--- src/rtl/wheel_encoder_reader_pkg.sv ---
// Shared definitions for the wheel encoder reader: direction codes, step
// encoding and the quadrature transition decoder.
package wheel_encoder_reader_pkg;

    localparam logic [1:0] DIR_FORWARD  = 2'b10;
    localparam logic [1:0] DIR_BACKWARD = 2'b01;
    localparam logic [1:0] DIR_STOP     = 2'b00;

    // Signed two-bit step values
    localparam logic [1:0] STEP_P1 = 2'b01;
    localparam logic [1:0] STEP_M1 = 2'b11;

    typedef enum logic [1:0] {
        STEP_NONE,
        STEP_FWD,
        STEP_REV,
        STEP_ILLEGAL
    } step_e;

    // Position of an {A,B} pair along the forward cycle 00->01->11->10
    function automatic logic [1:0] gray_pos(input logic [1:0] ab);
        case (ab)
            2'b00:   return 2'd0;
            2'b01:   return 2'd1;
            2'b11:   return 2'd2;
            default: return 2'd3;
        endcase
    endfunction

    function automatic step_e decode_step(input logic [1:0] prev_ab, input logic [1:0] cur_ab);
        logic [1:0] diff;
        diff = gray_pos(cur_ab) - gray_pos(prev_ab);
        case (diff)
            2'd1:    return STEP_FWD;
            2'd3:    return STEP_REV;
            2'd2:    return STEP_ILLEGAL;
            default: return STEP_NONE;
        endcase
    endfunction

endpackage

--- src/rtl/wheel_encoder_reader_filter.sv ---
// One encoder channel: 2-FF synchroniser followed by a stability filter that
// accepts a new level only after FILT_LEN consecutive equal samples.
module wheel_encoder_reader_filter #(
    parameter int unsigned FILT_LEN = 4
) (
    input  logic clk,
    input  logic rst_n,
    input  logic pin,
    output logic filt,
    output logic stable_c
);

    localparam int unsigned CNT_W = (FILT_LEN > 1) ? $clog2(FILT_LEN) : 1;

    logic             sync1;
    logic             sync2;
    logic [CNT_W-1:0] cnt;

    always_ff @(posedge clk or negedge rst_n) begin
        if (!rst_n) begin
            sync1 <= 1'b0;
            sync2 <= 1'b0;
        end else begin
            sync1 <= pin;
            sync2 <= sync1;
        end
    end

    // Count cycles the synchronised level differs from the accepted one
    always_ff @(posedge clk or negedge rst_n) begin
        if (!rst_n) begin
            filt <= 1'b0;
            cnt  <= '0;
        end else if (sync2 == filt) begin
            cnt <= '0;
        end else if (cnt == CNT_W'(FILT_LEN - 1)) begin
            filt <= sync2;
            cnt  <= '0;
        end else begin
            cnt <= cnt + CNT_W'(1);
        end
    end

    assign stable_c = (sync2 == filt);

endmodule

--- src/rtl/wheel_encoder_reader.sv ---
// Quadrature wheel encoder reader: filtered A/B decode into position, windowed
// velocity, direction code, stall detection and sticky illegal-transition flag.
module wheel_encoder_reader
    import wheel_encoder_reader_pkg::*;
#(
    parameter int unsigned FILT_LEN   = 4,
    parameter int unsigned POS_W      = 32,
    parameter int unsigned VEL_W      = 16,
    parameter int unsigned WIN_CYCLES = 1000000,
    parameter int unsigned STALL_WINS = 10
) (
    input  logic             clk,
    input  logic             rst_n,
    input  logic             enc_a,
    input  logic             enc_b,
    input  logic             enc_en,
    input  logic             invert_dir,
    input  logic             clr_pos,
    input  logic             err_clr,
    output logic [POS_W-1:0] position,
    output logic [VEL_W-1:0] velocity,
    output logic             vel_valid,
    output logic [1:0]       dir_code,
    output logic             stalled,
    output logic             err_illegal
);

    localparam int unsigned WIN_W   = $clog2(WIN_CYCLES);
    localparam int unsigned ZC_W    = $clog2(STALL_WINS + 1);
    localparam int unsigned PRIME_W = (FILT_LEN > 1) ? $clog2(FILT_LEN) : 1;
    localparam logic [VEL_W-1:0] VEL_MAX = {1'b0, {(VEL_W-1){1'b1}}};
    localparam logic [VEL_W-1:0] VEL_MIN = {1'b1, {(VEL_W-1){1'b0}}};

    logic               filt_a, filt_b, stab_a, stab_b;
    logic [1:0]         cur_ab, prev_ab;
    logic               primed;
    logic [PRIME_W-1:0] prime_cnt;
    logic [WIN_W-1:0]   win_cnt;
    logic [VEL_W-1:0]   acc;
    logic [ZC_W-1:0]    zero_wins;

    step_e              step_kind_c;
    logic [1:0]         step_c;
    logic               illegal_c;
    logic               win_last_c;
    logic [VEL_W:0]     acc_sum_c;
    logic [VEL_W-1:0]   acc_sat_c;
    logic [ZC_W-1:0]    zero_wins_nxt_c;

    wheel_encoder_reader_filter #(.FILT_LEN(FILT_LEN)) u_filt_a (
        .clk      (clk),
        .rst_n    (rst_n),
        .pin      (enc_a),
        .filt     (filt_a),
        .stable_c (stab_a)
    );

    wheel_encoder_reader_filter #(.FILT_LEN(FILT_LEN)) u_filt_b (
        .clk      (clk),
        .rst_n    (rst_n),
        .pin      (enc_b),
        .filt     (filt_b),
        .stable_c (stab_b)
    );

    assign cur_ab = {filt_a, filt_b};

    // Priming: first stable filtered pair becomes the reference, then prev_ab tracks
    always_ff @(posedge clk or negedge rst_n) begin
        if (!rst_n) begin
            primed    <= 1'b0;
            prime_cnt <= '0;
            prev_ab   <= 2'b00;
        end else if (primed) begin
            prev_ab <= cur_ab;
        end else if (!(stab_a && stab_b)) begin
            prime_cnt <= '0;
        end else if (prime_cnt == PRIME_W'(FILT_LEN - 1)) begin
            primed  <= 1'b1;
            prev_ab <= cur_ab;
        end else begin
            prime_cnt <= prime_cnt + PRIME_W'(1);
        end
    end

    always_comb begin
        step_kind_c     = STEP_NONE;
        step_c          = 2'b00;
        if (primed && enc_en) begin
            step_kind_c = decode_step(prev_ab, cur_ab);
        end
        case (step_kind_c)
            STEP_FWD: step_c = invert_dir ? STEP_M1 : STEP_P1;
            STEP_REV: step_c = invert_dir ? STEP_P1 : STEP_M1;
            default:  step_c = 2'b00;
        endcase
        illegal_c  = (step_kind_c == STEP_ILLEGAL);
        win_last_c = (win_cnt == WIN_W'(WIN_CYCLES - 1));
        // Accumulate one guard bit wide, then clamp to the signed VEL_W range
        acc_sum_c  = {acc[VEL_W-1], acc} + {{(VEL_W-1){step_c[1]}}, step_c};
        if (acc_sum_c[VEL_W] != acc_sum_c[VEL_W-1]) begin
            acc_sat_c = acc_sum_c[VEL_W] ? VEL_MIN : VEL_MAX;
        end else begin
            acc_sat_c = acc_sum_c[VEL_W-1:0];
        end
        zero_wins_nxt_c = (zero_wins == ZC_W'(STALL_WINS)) ? zero_wins : zero_wins + ZC_W'(1);
    end

    always_ff @(posedge clk or negedge rst_n) begin
        if (!rst_n) begin
            position <= '0;
        end else if (clr_pos) begin
            position <= '0;
        end else begin
            position <= position + {{(POS_W-2){step_c[1]}}, step_c};
        end
    end

    always_ff @(posedge clk or negedge rst_n) begin
        if (!rst_n) begin
            err_illegal <= 1'b0;
        end else if (illegal_c) begin
            err_illegal <= 1'b1;
        end else if (err_clr) begin
            err_illegal <= 1'b0;
        end
    end

    // Velocity window, direction and stall tracking
    always_ff @(posedge clk or negedge rst_n) begin
        if (!rst_n) begin
            win_cnt   <= '0;
            acc       <= '0;
            velocity  <= '0;
            vel_valid <= 1'b0;
            zero_wins <= '0;
            stalled   <= 1'b0;
            dir_code  <= DIR_STOP;
        end else if (!enc_en) begin
            win_cnt   <= '0;
            acc       <= '0;
            velocity  <= '0;
            vel_valid <= 1'b0;
            zero_wins <= '0;
            stalled   <= 1'b0;
            dir_code  <= DIR_STOP;
        end else begin
            vel_valid <= 1'b0;
            if (step_c == STEP_P1) begin
                dir_code <= DIR_FORWARD;
            end else if (step_c == STEP_M1) begin
                dir_code <= DIR_BACKWARD;
            end
            if (win_last_c) begin
                win_cnt   <= '0;
                acc       <= '0;
                velocity  <= acc_sat_c;
                vel_valid <= 1'b1;
                if (acc_sat_c == '0) begin
                    dir_code  <= DIR_STOP;
                    zero_wins <= zero_wins_nxt_c;
                    stalled   <= (zero_wins_nxt_c == ZC_W'(STALL_WINS));
                end else begin
                    zero_wins <= '0;
                    stalled   <= 1'b0;
                end
            end else begin
                win_cnt <= win_cnt + WIN_W'(1);
                acc     <= acc_sat_c;
            end
        end
    end

endmodule

--- config.mk ---
export PLATFORM = sky130hd
export DESIGN_NAME = wheel_encoder_reader
export DESIGN_NICKNAME = d
export VERILOG_FILES = /design/src/rtl/wheel_encoder_reader_pkg.sv /design/src/rtl/wheel_encoder_reader_filter.sv /design/src/rtl/wheel_encoder_reader.sv
export SDC_FILE = /design/constraint.sdc
export NUM_CORES = 1
export LEC_CHECK = 0
export ABC_AREA = 1
export CAP_MARGIN = 20
export CORE_MARGIN = 5
export CORE_UTILIZATION = 45
export CTS_CLUSTER_DIAMETER = 120
export DETAILED_ROUTE_END_ITERATION = 6
export SYNTH_ARGS = -nofsm -noshare
export SYNTH_HDL_FRONTEND = slang
export SYNTH_SLANG_ARGS = --single-unit
--- constraint.sdc ---
create_clock -name clk -period 12.7 [get_ports clk]
set_clock_uncertainty 0.2 [all_clocks]
set_input_delay 3.81 -clock clk [delete_from_list [all_inputs] [get_ports clk]]
set_output_delay 3.81 -clock clk [all_outputs]
set_load 0.05 [all_outputs]
==> results list, run 1 <==
* Post_cts resized: 0
* Final clock period utilization by the worst path: 0.629
- Placer Congestion: approximately 0.90
- The first detailed-routing pass ran for 6 iterations.
* DP Area: about 7600 sq um
- Vias/cell: approximately 5.2
- STA classifies the critical path endpoint as a flip-flop.
- The flow ran to the end, and the final reports show no timing, DRC or antenna violations.
- The worst register-to-register path has a depth of 30.
- Total GRT Usage: 0.191
* Core utilization of the finished layout: 0.524
* Largest net degree at the start of global routing: just under 100
- Die height: 134 um
* Path type of the worst min-delay path: flip-flop to flip-flop
- The number of nets in the synthesized netlist is just under 1000.
- The first global-routing pass estimated 28300 um of wire.
- Minimum clock period: 7980 ps
* Number of storage elements in the synthesis netlist: ~110
* Worst Hold End: u_filt_b.sync2
- For the final routed database, the setup TNS stands at 0 ps.
- Critical path peak fanout: 96
- Clock transition time at the flip-flop clock pins of the worst setup and hold paths: ~80 ps
* IR drop worst, VDD: 115 uV
* Antenna violations before repair: 0
* Start-to-end type of the worst setup path: primary input to flip-flop
- The number of antenna diodes in the final layout is 0.
- For this design the static power due to leakage is 3.72 nW.
* Total detailed-routing wirelength: 16500 um
* Number of buffers inserted by port buffering: 60
- Total CTS buffers: 9
- Based on the critical path, the design can be clocked at up to roughly 130 MHz.
- Final setup margin: ~4700 ps
- Relative to the synthesized area, the layout overhead comes to 14.9%.
* Power density relative to cell area: about 200 nW/um^2
- Clock latency on the worst-skew pair: around 350 ps
- Commonest non-fill, non-tap cell in the layout: nand2_1
- The final layout contains slightly above 1000 nets.
- The layout has 1487 filler cells.
- The startpoint identified for the worst register-to-register timing path is u_filt_b.filt.
- Setup repair after global routing left no endpoint under its margin.
* Area leader, netlist: dfrtp_1
- In this run the critical register-to-register path is captured at dir_code[1].
- Clock H-tree levels: 3
- After floorplanning, the core was sized to cover between 15000 and 20000 sq um.
- For this run the aggregate overflow at the end of global routing stands at 0.
- For this run, design rule violations remaining after detail routing come to 0.
- The worst hold path was traced through 0 stages.
* CTS max path bufs: 2
* Top-level I/O count: between 60 and 70
* Sequential share of the synthesized area: 0.393
- At the worst endpoint, the arrival time is between 8000 and 9000 ps.
- TritonCTS sink count: approximately 110
- STA classifies the critical path startpoint as a primary input.
- Number of endpoints with negative hold slack in the final report: 0
* Chip Width: between 100 and 150 um
* Half-perimeter wire length after detailed placement: 12400 um
* Required time worst endpoint: 12730 ps
- After synthesis, the mean cell area works out to 7.37 sq um.
- Finished layout cell area: between 7000 and 8000 sq um
- Die ar.: roughly 18000 sq um
* Initial standard-cell utilization of the core: 0.456
- Clock tree from TritonCTS: built
* Iteration-0 DRC Markers: around 490
- Post-synthesis instance area: 6880 sq um
* Highest-count cells in the layout ignoring fill and taps: nand2_1 (226), nor2_1 (120), inv_1 (111)
* Fraction of post-synthesis cell area in the top cell type by area: 0.393
- In this run, post-CTS hold repair placed 0 buffers.
- The final max-slew violation count came to 0.
* Number of distinct standard cells referenced by the synthesized netlist: between 40 and 50
- In this run, synthesis inferred 0 flip-flops with an integrated enable.
- Max-capacitance violation count: 0
- Post-synthesis instance total: 934
* Asr flop ratio synth: 1.00
* Synth Flop Type: dfrtp_1
* Final setup violating endpoints: 0
- The floorplan has 45 rows.
- Buffers inserted by post-CTS timing repair: 0
- In the post-synthesis netlist, the biggest area contributors are dfrtp_1 (39%), nand2_1 (12%), nor2_1 (6.5%).
- Antenna viol nets, final: 0
- Worst reg-to-reg setup slack: roughly 7000 ps
* Vias in the first global route: 5752
- Placement-stage worst setup slack: roughly 4300 ps
* Via total after detailed routing: 6129
- In the final routed layout, each cell accounts on average for ~14 um.
- In this run the tightest slew margin relative to its limit is 0.324.
* Area of all sequential standard cells: around 2700 sq um
- Slew of the pin with the lowest slew margin: between 1000 and 1500 ps
- Of the cells placed in the final design, the portion with a size suffix greater than 1 is 0.0636.
- Synth warnings: 0
- The multi-input combinational cells in the finished layout cover a total of 3610 sq um.
* Start point of the worst hold path: u_filt_b.sync1
* Clock root buffer: clkbuf_16
worst max-delay path, cell delays in order:
cell and delay, ps:
clkdlybuf4s50_1 620, nand2_1 140, clkinv_2 110, nand4_4 170, nand2_4 110, buf_4 750, nand2_1 190, nand2_1 110
inv_1 40, ha_1 180, inv_1 50, nand2_1 100, nand2_1 90, nand2_1 70, nand2_1 80, nand2_2 70
nand2_2 90, nand2_1 60, nand2_2 80, nand4_2 290, nand2_1 260, nand2_1 70, nor2_1 100, nand2_1 100
nor2_4 170, a21oi_1 80
cells by family (layout without fill, tap and decap cells):
family,count (synthesis),after routing,synth area share
buf+inv,139,195,0.0833
xor+xnor,41,41,0.0522
fa+ha+maj,21,21,0.0382
simple gates,466,466,0.298
flops,108,108,0.393
compound gates,159,159,0.136
per-stage QoR:
step | hold WS (ps) | total power, W | cells
global route | 169 | 0.00171 | 1178
floorplan | 131 | 0.00109 | 934
CTS | 147 | 0.00159 | 1178
global placement | 134 | 0.00129 | 1162
detailed placement | 135 | 0.00129 | 1162
finish | 151 | 0.00158 | 1178
cell type report:
cell class	instances	area share
clock buffers	9	0.0285
flip-flops and latches	108	0.342
well taps	188	0.0297
clock inverters	7	0.0111
inverters	117	0.0557
repair buffers	62	0.0775
multi-input cells	687	0.456
registers in the layout, indices dropped and copies added (netlist names):
register / count
acc: 16
dir_code: 2
err_illegal: 1
position: 32
prev_ab: 2
prime_cnt: 2
primed: 1
stalled: 1
u_filt_a.cnt: 2
u_filt_a.filt: 1
u_filt_a.sync1: 1
u_filt_a.sync2: 1
u_filt_b.cnt: 2
u_filt_b.filt: 1
u_filt_b.sync1: 1
u_filt_b.sync2: 1
vel_valid: 1
velocity: 16
win_cnt: 20
zero_wins: 4
how the worst max path moves through the flow:
stage               cells after the start            to  slack (ps)   start
floorplan                              26   dir_code[0]        5390  enc_en
CTS                                    26   dir_code[0]        4700  enc_en
global route                           27  zero_wins[2]        4250  enc_en
finish                                 26   dir_code[1]        4720  enc_en
global placement                       26   dir_code[0]        4420  enc_en
detailed placement                     26   dir_code[0]        4330  enc_en
where the power goes:
part / switching, W / total (W) / internal [W]
clock: 0.000138 / 0.000296 / 0.000158
combinational: 0.000547 / 0.000810 / 0.000263
sequential: 0.0000712 / 0.000471 / 0.000400
total: 0.000756 / 0.00158 / 0.000821
synthesized netlist by cell type (4+ instances only):
cell type / n
nand2_1: 226
nor2_1: 120
inv_1: 111
dfrtp_1: 108
a21oi_1: 54
o21ai_0: 52
nand3_1: 34
nor3_1: 28
o41ai_1: 28
xnor2_1: 25
ha_1: 21
xor2_1: 16
or2_2: 14
nand2_2: 11
clkbuf_1: 10
o21ai_1: 10
nand3b_1: 7
inv_2: 5
nand4_1: 5
a31oi_1: 4
buf_2: 4
buf_4: 4
buf_6: 4
layer usage:
| metal | vias to the layer above | global-route usage | wire [um] |
|---|---|---|---|
| met3 | 21 | 0.0310 | 638 |
| met2 | 123 | 0.294 | 7460 |
| met1 | 2842 | 0.278 | 8150 |
| met4 | 0 | 0.0531 | 301 |
| met5 | - | 0 | 0 |
| li1 | 3143 | - | - |
(Power assumes the default switching activity.)
==> run 2: changes to the inputs <==
- clock period: 12.7 -> 8.3 ns (I/O delays scaled with it)
==> run 2 against run 1 <==
Global-route usage grew 0.32 points; critical endpoint unchanged; combinational power grew 53%; wire length grew 0.95%; clock power grew 42%; highest routed layer unchanged; critical path type unchanged; largest power group unchanged.
==> results list, run 2 (synthesis results as in run 1) <==
* Status: completed (unchanged)
* Total GRT Usage: 0.194 (was 0.191)
- The placement row count is 45 (unchanged).
- The post-detailed-route via-to-cell ratio came to 5.12 (was 5.20).
- Count of fill cells added during filler insertion: 1489 (was 1487)
- The final worst hold slack is 151 ps (about the same).
- The starting density of the core is 0.456 (unchanged).
* TritonCTS sink count: 108 (unchanged)
- Chip Width: 134 um (unchanged)
* Crit start category: primary input (unchanged)
- Final setup violating endpoints: 0 (unchanged)
* Net Sw Power: 0.00116 W (was 0.000756 W)
- Fraction of power spent switching nets: 0.486 (was 0.480)
- Final setup margin: 1890 ps (was 4720 ps)
* Half-perimeter wire length after detailed placement: 12400 um (about the same)
- Nature of the critical path endpoint: flip-flop (unchanged)
- The number of buffers created by CTS came to 9 (unchanged).
* Antenna viol nets, final: 0 (unchanged)
* Post-cts hold buffer count: 0 (unchanged)
* Largest net degree at the start of global routing: 67 (was 97)
- Met3 WL post-DR: 656 um (was 638 um)
- The post-route standard cell area excluding fillers was 7880 sq um (was 7910 sq um).
- The number of buffers added for setup after CTS came to 0 (unchanged).
- Via total after detailed routing: 6034 (was 6129)
- The number of top-level pins came to 61 (unchanged).
- DRC viols: 0 (unchanged)
- Standard cell with the maximum stage delay on the critical path: clkdlybuf4s50_1 (was buf_4)
- The total power density per cell area came to 302 nW/um^2 (was 199 nW/um^2).
- Fraction of final layout cells sized beyond drive strength 1: 0.0626 (was 0.0636)
* Core area: 15100 sq um (unchanged)
- The kind of critical path is primary input to flip-flop (unchanged).
* Critical path peak fanout: 64 (was 96)
* Die height: 134 um (unchanged)
* Pre-Repair DR Iteration Count: 5 (was 6)
* Clock latency on the worst-skew pair: 360 ps (was 350 ps)
- Leading registers by flop count: position (32), win_cnt (20) (unchanged).
* Iteration-0 DRC Markers: 445 (was 494)
- Cell occurring most often along the worst timing path: nand2_1 (unchanged)
- Largest register by flop count: position (unchanged)
* Met2 wirelength from detailed routing: 7670 um (was 7460 um)
* Setup TNS: 0 ps (unchanged)
- The headroom to the max-slew limit is 0.302 (was 0.324).
- Path type of the worst min-delay path: flip-flop to flip-flop (unchanged)
- The die footprint came to 17900 sq um (unchanged).
- The endpoint required time on the critical path is 8330 ps (was 12730 ps).
- The clock tree from TritonCTS was built (unchanged).
- The minimum setup slack after placement is 1520 ps (was 4330 ps).
- For this run, the top clock speed supported by timing is between 150 and 200 MHz.
- Antenna violations before repair: 0 (unchanged)
* Clock H-tree levels: 3 (unchanged)
- The final routed wire length divided by cell count came to 14.2 um (was 14.0 um).
* Highest-count cells in the layout ignoring fill and taps: nand2_1 (226), nor2_1 (120), inv_1 (111) (unchanged)
- Net count reported at finish: 1014 (unchanged)
- Commonest non-fill, non-tap cell in the layout: nand2_1 (unchanged)
* Minimum clock period: 6410 ps
- The number of maximum-capacitance constraint violations came to 0 (unchanged).
- The largest buffer count on any clock path is 2 (unchanged).
* Post_cts resized: 0 (unchanged)
- The post-placement cell area came to 7600 sq um (unchanged).
* Final clock period utilization by the worst path: 0.773
- Post-Route M1 WL: 8230 um (was 8150 um)
- The actual slew at the worst max-slew pin came to 1040 ps (was 1010 ps).
- The arrival time of the worst setup path was 6440 ps (was 8010 ps).
- Area of combinational cells with multiple inputs: 3610 sq um (unchanged)
- Area of all sequential standard cells: 2700 sq um (unchanged)
- Max FFs per register: 32 (unchanged)
- Area added between synthesis and finish: 14.5% (was 14.9%)
- Part of the power in registers: 0.302 (was 0.299)
- The weighted congestion reported at the end of routability-driven placement is 0.887 (was 0.898).
- The largest incremental delay on the critical path came to 610 ps (was 750 ps).
- Internal power: 0.00122 W (was 0.000821 W)
* Lkg Pwr: 3.70 nW (was 3.72 nW)
- The number of global-route vias before repair is 5828 (was 5752).
* Part of the total power dissipated in the clock network: 0.176 (was 0.188)
* CP Cell Sequence: clkdlybuf4s50_1 -> nand2_1 -> clkinv_2 -> nand4_4 -> nand2_4 -> buf_4 -> xnor2_1 -> nor2_2 -> nand2_1 -> nor2_1 -> nand2_2 -> nand3_2 -> nand4_2 -> nand2_1 -> nand2_1 -> nor2_1 -> nand2_1 -> nor2_4 -> a21oi_1
* Max Slew Vio Count: 0 (unchanged)
- The clock-pin slew of the registers on the worst-case setup and hold paths is 70 ps (was 80 ps).
- Number of buffers inserted by port buffering: 60 (unchanged)
- The total count of hold-check failures in the final report was 0 (unchanged).
* Highest metal layer with signal wires: met4 (unchanged)
- The part of the power in combinational logic is 0.521 (was 0.513).
- The buffer type at the clock tree root is clkbuf_16 (unchanged).
* Unrepaired setup endpoints after global routing: no (unchanged)
* # diodes: 0 (unchanged)
- The global-route congestion overflow total is 0 (unchanged).
* IR drop worst, VDD: 167 uV (was 115 uV)
- The final routed wirelength across all metal layers is 16700 um (was 16500 um).
- The global-route wire length before repair came to 28600 um (was 28300 um).
[run 2: area by class of cell]
cell class                      instances  share of cell area
Multi-Input combinational cell        687               0.458
Sequential cell                       108               0.343
Timing Repair Buffer                   62              0.0778
Inverter                              117              0.0559
Tap cell                              188              0.0298
Clock buffer                           10              0.0291
Clock inverter                          6             0.00699
[run 2: routing by layer]
metal | global-route usage | vias up
met4 | 0.0429 | 0
met1 | 0.272 | 2776
li1 | - | 3143
met5 | 0 | -
met2 | 0.310 | 105
met3 | 0.0408 | 10
[run 2: path summary, 6_finish.rpt]
path | from | to | slack, ps | depth (start not counted)
max | enc_en | dir_code[1] | 1890 | 19
max reg2reg | u_filt_b.filt | dir_code[1] | 3020 | 23
min reg2reg | u_filt_a.sync1 | u_filt_a.sync2 | 150 | 0
max in group asynchronous | rst_n | acc[4] | 4810 | 2
min in group asynchronous | rst_n | position[29] | 2030 | 1
min | u_filt_a.sync1 | u_filt_a.sync2 | 150 | 0
[run 2: critical path: cells and delay by family]
kind            cells  cell delay, ps
compound gates      1              90
buf+inv             3            1200
simple gates       14            2390
xor+xnor            1             220
[run 2: power by group through the flow]
| stage | sequential [W] | clock (W) | combinational [W] |
|---|---|---|---|
| after floorplan | 0.000875 | 0 | 0.000799 |
| after global placement | 0.000733 | 0 | 0.00123 |
| after detailed placement | 0.000729 | 0 | 0.00125 |
| after CTS | 0.000720 | 0.000435 | 0.00125 |
| after global routing | 0.000735 | 0.000452 | 0.00140 |
| final | 0.000721 | 0.000420 | 0.00124 |
[run 2: metrics by stage]
| stage | util | power [W] | cells |
|---|---|---|---|
| final | 0.522 | 0.00238 | 1178 |
| after global routing | 0.522 | 0.00258 | 1178 |
| after CTS | 0.522 | 0.00241 | 1178 |
| after detailed placement | 0.503 | 0.00198 | 1162 |
| after global placement | 0.503 | 0.00197 | 1162 |
| after floorplan | - | 0.00167 | 934 |
==> run 3: changes to the inputs <==
- clock period: 8.3 -> 6 ns (I/O delays scaled with it)
==> run 3 against run 2 <==
First-iteration DRC count up 0.90%; worst setup slack worse by 1100 ps; worst hold slack worse by 1.9 ps; count of clock-buffer cells in the layout down 1; largest cell class unchanged.
==> results list, run 3 (synthesis results as in run 1) <==
- Status: completed (unchanged).
- Highest-count cells in the layout ignoring fill and taps: nand2_1 (226), nor2_1 (120), inv_1 (111) (unchanged).
* Wire length of the first global-routing pass: 29000 um (was 28600 um)
- The global-route congestion overflow total is 0 (unchanged).
- The placement row count came to 45 (unchanged).
* Part of the total power dissipated in the clock network: 0.175 (was 0.176)
- Total CTS buffers: 9 (unchanged)
* Final setup violating endpoints: 0 (unchanged)
- The floorplan die height is 134 um (unchanged).
- Nature of the critical path endpoint: flip-flop (unchanged)
* Max-capacitance violation count: 0 (unchanged)
- The layout overhead on the synthesized area is 15.2% (was 14.5%).
- The number of top-level pins came to 61 (unchanged).
- Net Sw Power: 0.00162 W (was 0.00116 W)
* Max FFs per register: 32 (unchanged)
- Post-DR wirelength/cell: 14.3 um (was 14.2 um)
* Via total after detailed routing: 6150 (was 6034)
- Subtracting the final worst setup slack from the clock period gives ~5200 ps.
* Clock tree from TritonCTS: built (unchanged)
* Clock H-tree levels: 3 (unchanged)
- The net count of the finished layout was 1020 (was 1014).
- Power density relative to cell area: 419 nW/um^2 (was 302 nW/um^2)
* # diodes: 0 (unchanged)
- The internal power came to 0.00170 W (was 0.00122 W).
- The kind of critical path is primary input to flip-flop (unchanged).
- The endpoint required time on the critical path is 6040 ps (was 8330 ps).
- The maximum fanout along the worst path was 25 (was 64).
* Largest net degree at the start of global routing: 50 (was 67)
- The buffer type at the clock tree root is clkbuf_16 (unchanged).
* TritonCTS sink count: 108 (unchanged)
- The worst-case vdd ir drop was 212 uV (was 167 uV).
- The residual antenna-violating net count after detailed routing was 0 (unchanged).
- Largest register by flop count: position (unchanged)
* Buffers inserted by post-CTS timing repair: 0 (unchanged)
* Half-perimeter wire length after detailed placement: 12600 um (was 12400 um)
- The starting density of the core came to 0.456 (unchanged).
- The initial antenna violation count came to 0 (unchanged).
* Number of buffers inserted by port buffering: 60 (unchanged)
* Total GRT Usage: 0.197 (was 0.194)
- The number of iterations in the first detailed-routing pass came to 4 (was 5).
- DRC viols: 0 (unchanged)
- The largest buffer count on any clock path is 2 (unchanged).
* Setup TNS: 0 ps (unchanged)
* Clock latency on the worst-skew pair: 360 ps (about the same)
- The share of final-layout standard cells stronger than drive strength 1 was 0.0693 (was 0.0626).
- The total power after layout came to 0.00332 W (was 0.00238 W).
* Worst-case headroom to the max-slew limit: 0.529 (was 0.302)
* Post_cts resized: 0 (unchanged)
- The number of global-route vias before repair is 5887 (was 5828).
- Placer Congestion: 0.880 (was 0.887)
- Slew of the pin with the lowest slew margin: 705 ps (was 1040 ps)
- The DRC marker count from the first detailed-route iteration came to 449 (was 445).
* Arrival time of the worst setup path: 5250 ps (was 6440 ps)
* Unrepaired setup endpoints after global routing: no (unchanged)
- Comb power frac: 0.524 (was 0.521)
- Die ar.: 17900 sq um (unchanged)
* Part of the power in registers: 0.301 (was 0.302)
- Path type of the worst min-delay path: flip-flop to flip-flop (unchanged)
* Final clock period utilization by the worst path: 0.868
* Max Slew Vio Count: 0 (unchanged)
- Clock transition time at the flip-flop clock pins of the worst setup and hold paths: 80 ps (was 70 ps)
- The switching power as a share of total power came to 0.489 (was 0.486).
- Number of endpoints with negative hold slack in the final report: 0 (unchanged)
- Peak Freq: about 190 MHz
- The core outline area is 15100 sq um (unchanged).
* Vias/cell: 5.19 (was 5.12)
* Total detailed-routing wirelength: 17000 um (was 16700 um)
- Lkg Pwr: 3.73 nW (was 3.70 nW)
- Commonest non-fill, non-tap cell in the layout: nand2_1 (unchanged)
* Minimum hold slack: 149 ps (was 151 ps)
* Post-cts hold buffer count: 0 (unchanged)
- Chip Width: 134 um (unchanged)
* Leading registers by flop count: position (32), win_cnt (20) (unchanged)
- The type of element launching the critical path is a primary input (unchanged).
-- run 3: cell count changes in the layout (fill, tap and decap cells not counted) --
cell        before  now
clkbuf_1         1    0
clkinv_4         3    1
clkinv_2         1    2
buf_4            3    9
clkinvlp_4       0    2
-- run 3: worst paths after layout --
path | slack [ps] | endpoint | cells after the start | startpoint
setup / recovery | 790 | position[26] | 20 | enc_en
hold / removal | 150 | u_filt_a.sync2 | 0 | u_filt_a.sync1
max in group asynchronous | 3460 | u_filt_a.sync1 | 2 | rst_n
hold reg to reg | 150 | u_filt_a.sync2 | 0 | u_filt_a.sync1
min in group asynchronous | 1280 | position[27] | 1 | rst_n
setup reg to reg | 1100 | position[26] | 24 | u_filt_b.filt
-- run 3: routing by layer --
metal,up-vias,share of wire,track usage
met5,-,0,0
met4,0,0.0089,0.0406
met3,12,0.042,0.0404
met2,122,0.45,0.305
met1,2867,0.50,0.286
li1,3149,-,-
-- run 3: worst max-delay path, cell delays in order --
cell             delay, ps
clkdlybuf4s50_1        490
nand2_1                100
clkinv_2               100
nand4_4                170
nand2_4                220
buf_4                  300
nand2_1                110
nand2_1                110
inv_1                   50
ha_1                   180
a21oi_1                200
nor2_1                 110
nand3_1                 90
nand2_1                 90
a21boi_0               300
o21ai_1                200
a21oi_1                290
o21ai_1                120
o21ai_1                140
a21oi_1                 50
-- run 3: final cells by class --
cell class	instances	area (sq um)
Clock buffer	9	225
Fill cell	1509	7160
Timing Repair Buffer	68	658
Clock inverter	7	57.6
Tap cell	188	235
Multi-Input combinational cell	687	3610
Sequential cell	108	2700
Inverter	117	440
-- run 3: metrics by stage --
step                instance area (sq um)   util  worst slack, ps  instances
floorplan                            6880      -              701        934
global placement                     7640  0.506              489       1168
detailed placement                   7640  0.506              467       1168
CTS                                  7930  0.525              836       1184
global route                         7930  0.525              456       1184
finish                               7930  0.525              790       1184
-- run 3: power groups by stage --
stage               combinational (W)  sequential [W]  clock [W]
global placement              0.00173         0.00101          0
global route                  0.00194         0.00102   0.000626
CTS                           0.00175        0.000998   0.000600
floorplan                     0.00111         0.00121          0
finish                        0.00174        0.000998   0.000581
detailed placement            0.00174         0.00101          0
